`src/rtl/pc_next_unit.sv`:
```
// Fetch program-counter stage: holds the fetch PC, advances it under the fetch handshake,
// applies execute-stage redirects and traps misaligned targets. Optional macro: PC_RVC_EN.
module pc_next_unit #(
    parameter int          XLEN      = 32,
    parameter logic [31:0] RESET_VEC = 32'h0000_0000,
    parameter logic [31:0] TRAP_VEC  = 32'h0000_0100
) (
    input  logic            clk,
    input  logic            rst,
    input  logic            stall_i,
    input  logic            fetch_ready_i,
    input  logic            redirect_i,
    input  logic            redirect_jalr_i,
    input  logic [XLEN-1:0] ex_pc_i,
    input  logic [XLEN-1:0] rs1_i,
    input  logic [XLEN-1:0] imm_i,
`ifdef PC_RVC_EN
    input  logic            insn_half_i,
`endif
    output logic [XLEN-1:0] pc_o,
    output logic [XLEN-1:0] pc_plus4_o,
    output logic            fetch_valid_o,
    output logic            misalign_o,
    output logic [XLEN-1:0] bad_addr_o,
    output logic [1:0]      dbg_state_o
);

    // Handshake: a fetch of pc_o happens in a cycle where fetch_valid_o && fetch_ready_i;
    // fetch_valid_o never drops in RUN until that cycle, except on a redirect or trap.

    typedef enum logic [1:0] {
        ST_BOOT = 2'd0,
        ST_RUN  = 2'd1,
        ST_TRAP = 2'd2
    } state_t;

    localparam logic [XLEN-1:0] RESET_PC = XLEN'(RESET_VEC);
    localparam logic [XLEN-1:0] TRAP_PC  = XLEN'(TRAP_VEC);

    state_t          state_q;
    logic [XLEN-1:0] pc_q;
    logic [XLEN-1:0] bad_addr_q;
    logic            fetch_valid_q;
    logic            misalign_q;

    logic [XLEN-1:0] step_d;
    logic [XLEN-1:0] base_d;
    logic [XLEN-1:0] sum_d;
    logic [XLEN-1:0] target_d;
    logic            target_bad_d;

    always_comb begin
`ifdef PC_RVC_EN
        step_d = insn_half_i ? XLEN'(2) : XLEN'(4);
`else
        step_d = XLEN'(4);
`endif
        base_d   = redirect_jalr_i ? rs1_i : ex_pc_i;
        sum_d    = base_d + imm_i;
        // JALR clears bit 0 of its target before alignment is judged.
        target_d = {sum_d[XLEN-1:1], sum_d[0] & ~redirect_jalr_i};
`ifdef PC_RVC_EN
        target_bad_d = target_d[0];
`else
        target_bad_d = |target_d[1:0];
`endif
    end

    always_ff @(posedge clk) begin
        if (rst) begin
            state_q       <= ST_BOOT;
            pc_q          <= RESET_PC;
            bad_addr_q    <= '0;
            fetch_valid_q <= 1'b0;
            misalign_q    <= 1'b0;
        end else begin
            misalign_q <= 1'b0;
            case (state_q)
                ST_BOOT: begin
                    state_q       <= ST_RUN;
                    fetch_valid_q <= 1'b1;
                end
                ST_RUN: begin
                    if (redirect_i) begin
                        if (target_bad_d) begin
                            state_q       <= ST_TRAP;
                            pc_q          <= TRAP_PC;
                            bad_addr_q    <= target_d;
                            misalign_q    <= 1'b1;
                            fetch_valid_q <= 1'b0;
                        end else begin
                            pc_q <= target_d;
                        end
                    end else if (!stall_i && fetch_valid_q && fetch_ready_i) begin
                        pc_q <= pc_q + step_d;
                    end
                end
                ST_TRAP: begin
                    state_q       <= ST_RUN;
                    fetch_valid_q <= 1'b1;
                end
                default: begin
                    state_q       <= ST_BOOT;
                    fetch_valid_q <= 1'b0;
                end
            endcase
        end
    end

    assign pc_o          = pc_q;
    assign pc_plus4_o    = pc_q + step_d;
    assign fetch_valid_o = fetch_valid_q;
    assign misalign_o    = misalign_q;
    assign bad_addr_o    = bad_addr_q;
    assign dbg_state_o   = state_q;

endmodule

```
`config.mk`:
```
export PLATFORM = sky130hd
export DESIGN_NAME = pc_next_unit
export DESIGN_NICKNAME = d
export VERILOG_FILES = /design/src/rtl/pc_next_unit.sv
export SDC_FILE = /design/constraint.sdc
export NUM_CORES = 1
export LEC_CHECK = 0
export CAP_MARGIN = 20
export CORE_ASPECT_RATIO = 1.5
export CORE_MARGIN = 2
export CORE_UTILIZATION = 38
export DETAILED_ROUTE_END_ITERATION = 7
export PLACE_DENSITY = 0.7
export SKIP_CTS_REPAIR_TIMING = 1
export SYNTH_ARGS = -nofsm -noshare
export SYNTH_HDL_FRONTEND = slang
export SYNTH_SLANG_ARGS = --single-unit
```
`constraint.sdc`:
```
create_clock -name clk -period 11.65 [get_ports clk]
set_clock_uncertainty 0.15 [all_clocks]
set_input_delay 2.33 -clock clk [delete_from_list [all_inputs] [get_ports clk]]
set_output_delay 2.33 -clock clk [all_outputs]
set_load 0.01 [all_outputs]
```
==> results.ini <==
[outcome]
status=finished, final reports clean

[worst_setup_path]
path_cells=clkdlybuf4s50_1 > buf_4 > mux2_2 > ha_1 > inv_1 > fa_1 > nand2_1 > nor2_1 > o21ai_0 > or3_1 > a31oi_1
crit_path_start_kind=primary input
worstPathRequired_ps=11760
cp.arrival_ps=5900
reg2reg_from=pc_o[2]
r2r_setup_slack_ps=8840
critPathMaxFanout=33
crit_end=pc_o[28]
reg2regPathDepth=9
path_delay_family=simple AND/OR/NAND/NOR gates
startpoint=redirect_jalr_i
critPathSlowestCell=nor2_1
path_class=primary input to register
worst-path-stages=11
cp_slowest_stage_delay_ps=700
rr_endpoint=pc_o[28]
cp-end-kind=register
crit_buf_inv=3

[synth]
synth_compound_area_share_pct=24.7
yosys_warnings=0
yosys.cell_types.count=69
synth_top_family_by_area=compound AO/OA/AOI/OAI gates
syn_nets=855
avgSynthCellArea_sq_um=7.68
ys_ff_latch=68
ys.flop_type=dfxtp_1
synthCells=720
synth-xor-area-share_pct=9.67
synth.area.mux_share_pct=6.47
yosys.area_share.simple_pct=21.8
yosysSeqAreaShare_pct=24.6
synth-edff-count=0
async_reset_ff_share_pct=0
syn-cell-area_sq_mm=0.00553
synth_fa_ha_area_share_pct=7.61

[timing]
rsz0062_at_grt=no
relSlewSlack_pct=39.6
finalSetupTns_ps=0
worst_pin_slew_ps=903
fmax_mhz=173
fin_crit_sh_pct=49.7
final.setup.worst_slack_ps=5860
fin_crit_ps=5790
hold-worst-slack_ps=312
setup_violations=0
hold_violations=0
slew_violations=0

[floorplan]
fp.dieW_um=102
num_rows=54
core_sq_mm=0.0144
initial_utilization_pct=38.4
fp.dieH_um=152
boundaryPins=202
dieArea_sq_mm=0.0155

[detailed_routing]
vias=5896
wl_per_cell_um=15.9
wl_mm=17.5
first_iter_violations=293
ant_nets=0
drc=0
firstDrtPassIters=5
viasPerCell=5.38

[global_route]
first_global_vias=5626
grt_pass1_wl_mm=27.7
antenna_found_initial=0
grtUsageTotal_pct=22.4
grt_max_degree=42
grt_overflow_total=0

[final_layout]
multi_input_area_sq_mm=0.00388
drive_gt1_share_pct=7.22
syn_to_final_growth_pct=43.0
final_common_cell=clkdlybuf4s50_1
finalNetCount=1032
final-seq-area_sq_mm=0.00136
mostFrequentLayoutCells=clkdlybuf4s50_1 (201), nand2_1 (90), a21oi_1 (68), dfxtp_1 (68), nor2_1 (51)
n_fill_cell=1377
diodes=0
fin_util_pct=54.9

[pwr]
swShare_pct=33.3
switchingPower_mw=0.281
vdd_drop_max_mv=0.0736
p_leak_nw=3.05
p_per_area_mw_per_mm2=107
power.internal_mw=0.563
pwr-share-clk_pct=30.8
pwr-share-comb_pct=37.7
pwr-share-seq_pct=31.5

[cts]
clkLatencyLatePin_ps=330
cts.path.max_buffers=2
htree_levels=3
clk_pin_slew_worst_paths_ps=60
cts_root_buffer=clkbuf_16
numCtsBuffers=9
cts_sinks=68
cts_tree=done

[job]
max_cap_viol_count=0

[placement]
pre_cts_ws_ps=5450
hpwlAfterDp_mm=13.9
place.gp.congestion=0.878
port_buffers=201

[min_path]
hp-class=register to register

==> cell usage after synthesis (4+ instances only) <==
| cell | number | area, sq um |
|---|---|---|
| a22oi_1 | 5 | 37.5 |
| o22ai_1 | 7 | 43.8 |
| nand4_1 | 16 | 100 |
| xnor2_1 | 27 | 236 |
| and4_1 | 4 | 35.0 |
| or3_1 | 5 | 31.3 |
| o221ai_1 | 4 | 35.0 |
| nor3_1 | 16 | 80.1 |
| and3_1 | 14 | 87.6 |
| o21a_1 | 8 | 60.1 |
| nand2_1 | 90 | 338 |
| a221oi_1 | 6 | 52.6 |
| nor2_1 | 51 | 191 |
| clkbuf_1 | 30 | 113 |
| mux2_2 | 30 | 338 |
| o21ai_0 | 44 | 220 |
| ha_1 | 32 | 400 |
| inv_1 | 19 | 71.3 |
| dfxtp_1 | 68 | 1360 |
| a31o_2 | 4 | 35.0 |
| nand3_1 | 37 | 185 |
| a21o_1 | 17 | 128 |
| o21ai_1 | 4 | 20.0 |
| a211oi_1 | 4 | 30.0 |
| a21oi_1 | 68 | 340 |
| and2_1 | 8 | 50.1 |
| a31oi_1 | 7 | 43.8 |
| xor2_1 | 34 | 298 |
==> kinds of logic (layout without fill, tap and decap cells) <==
group / after synthesis / in the layout
muxes: 32 / 32
AOI/OAI and AO/OA: 208 / 208
adders and majority gates: 33 / 33
DFF: 68 / 68
buffers and inverters: 62 / 242
xor gates and xnor gates: 61 / 61
and+or+nand+nor: 256 / 256
==> tightest hold or removal path, delay by kind of cell, from the launching register on <==
kind | cells | cell delay [ps]
simple gates | 1 | 50
compound gates | 1 | 50
flops | 1 | 310
==> flip-flops by register name, summed over array words and instances, names as in the netlist <==
name           count
bad_addr_o        32
pc_o              32
dbg_state_o        2
fetch_valid_o      1
misalign_o         1
==> how the worst min path moves through the flow <==
stage,to,startpoint,slack (ps),cells past startpoint
floorplan,bad_addr_o[11],bad_addr_o[11],330,2
global placement,bad_addr_o[21],bad_addr_o[21],290,2
detailed placement,bad_addr_o[21],bad_addr_o[21],300,2
CTS,bad_addr_o[8],bad_addr_o[8],310,2
global route,bad_addr_o[8],bad_addr_o[8],330,2
finish,bad_addr_o[8],bad_addr_o[8],310,2
==> area by class of cell <==
| class | instances | share of cell area [%] |
|---|---|---|
| Multi-Input combinational cell | 590 | 49.1 |
| Inverter | 20 | 0.950 |
| Timing Repair Buffer | 208 | 26.1 |
| Tap cell | 196 | 3.10 |
| Clock inverter | 3 | 0.507 |
| Sequential cell | 68 | 17.2 |
| Clock buffer | 11 | 2.94 |
==> routing by layer <==
| metal | wire length, um | track usage, % | vias to the layer above | part of all wire (%) |
|---|---|---|---|---|
| met2 | 8650 | 38.0 | 217 | 50 |
| met3 | 917 | 2.94 | 36 | 5.3 |
| met5 | 0 | 0 | - | 0 |
| met1 | 7260 | 27.8 | 2686 | 42 |
| met4 | 622 | 10.0 | 0 | 3.6 |
| li1 | - | - | 2957 | - |
==> power by group through the flow <==
| stage | Sequential, mW | Clock (mW) | Combinational (mW) |
|---|---|---|---|
| final | 0.266 | 0.260 | 0.318 |
| after global routing | 0.268 | 0.271 | 0.349 |
| after CTS | 0.266 | 0.261 | 0.318 |
| after detailed placement | 0.271 | 0 | 0.317 |
| after global placement | 0.271 | 0 | 0.316 |
| after floorplan | 0.274 | 0 | 0.183 |
==> stage by stage <==
stage               area [sq um]  cells  total power, mW
floorplan                   5530    720            0.456
global placement            7630   1082            0.586
detailed placement          7630   1082            0.588
CTS                         7900   1096            0.846
global route                7900   1096            0.888
finish                      7900   1096            0.845
Note: power is estimated with default switching activity, not from simulation.
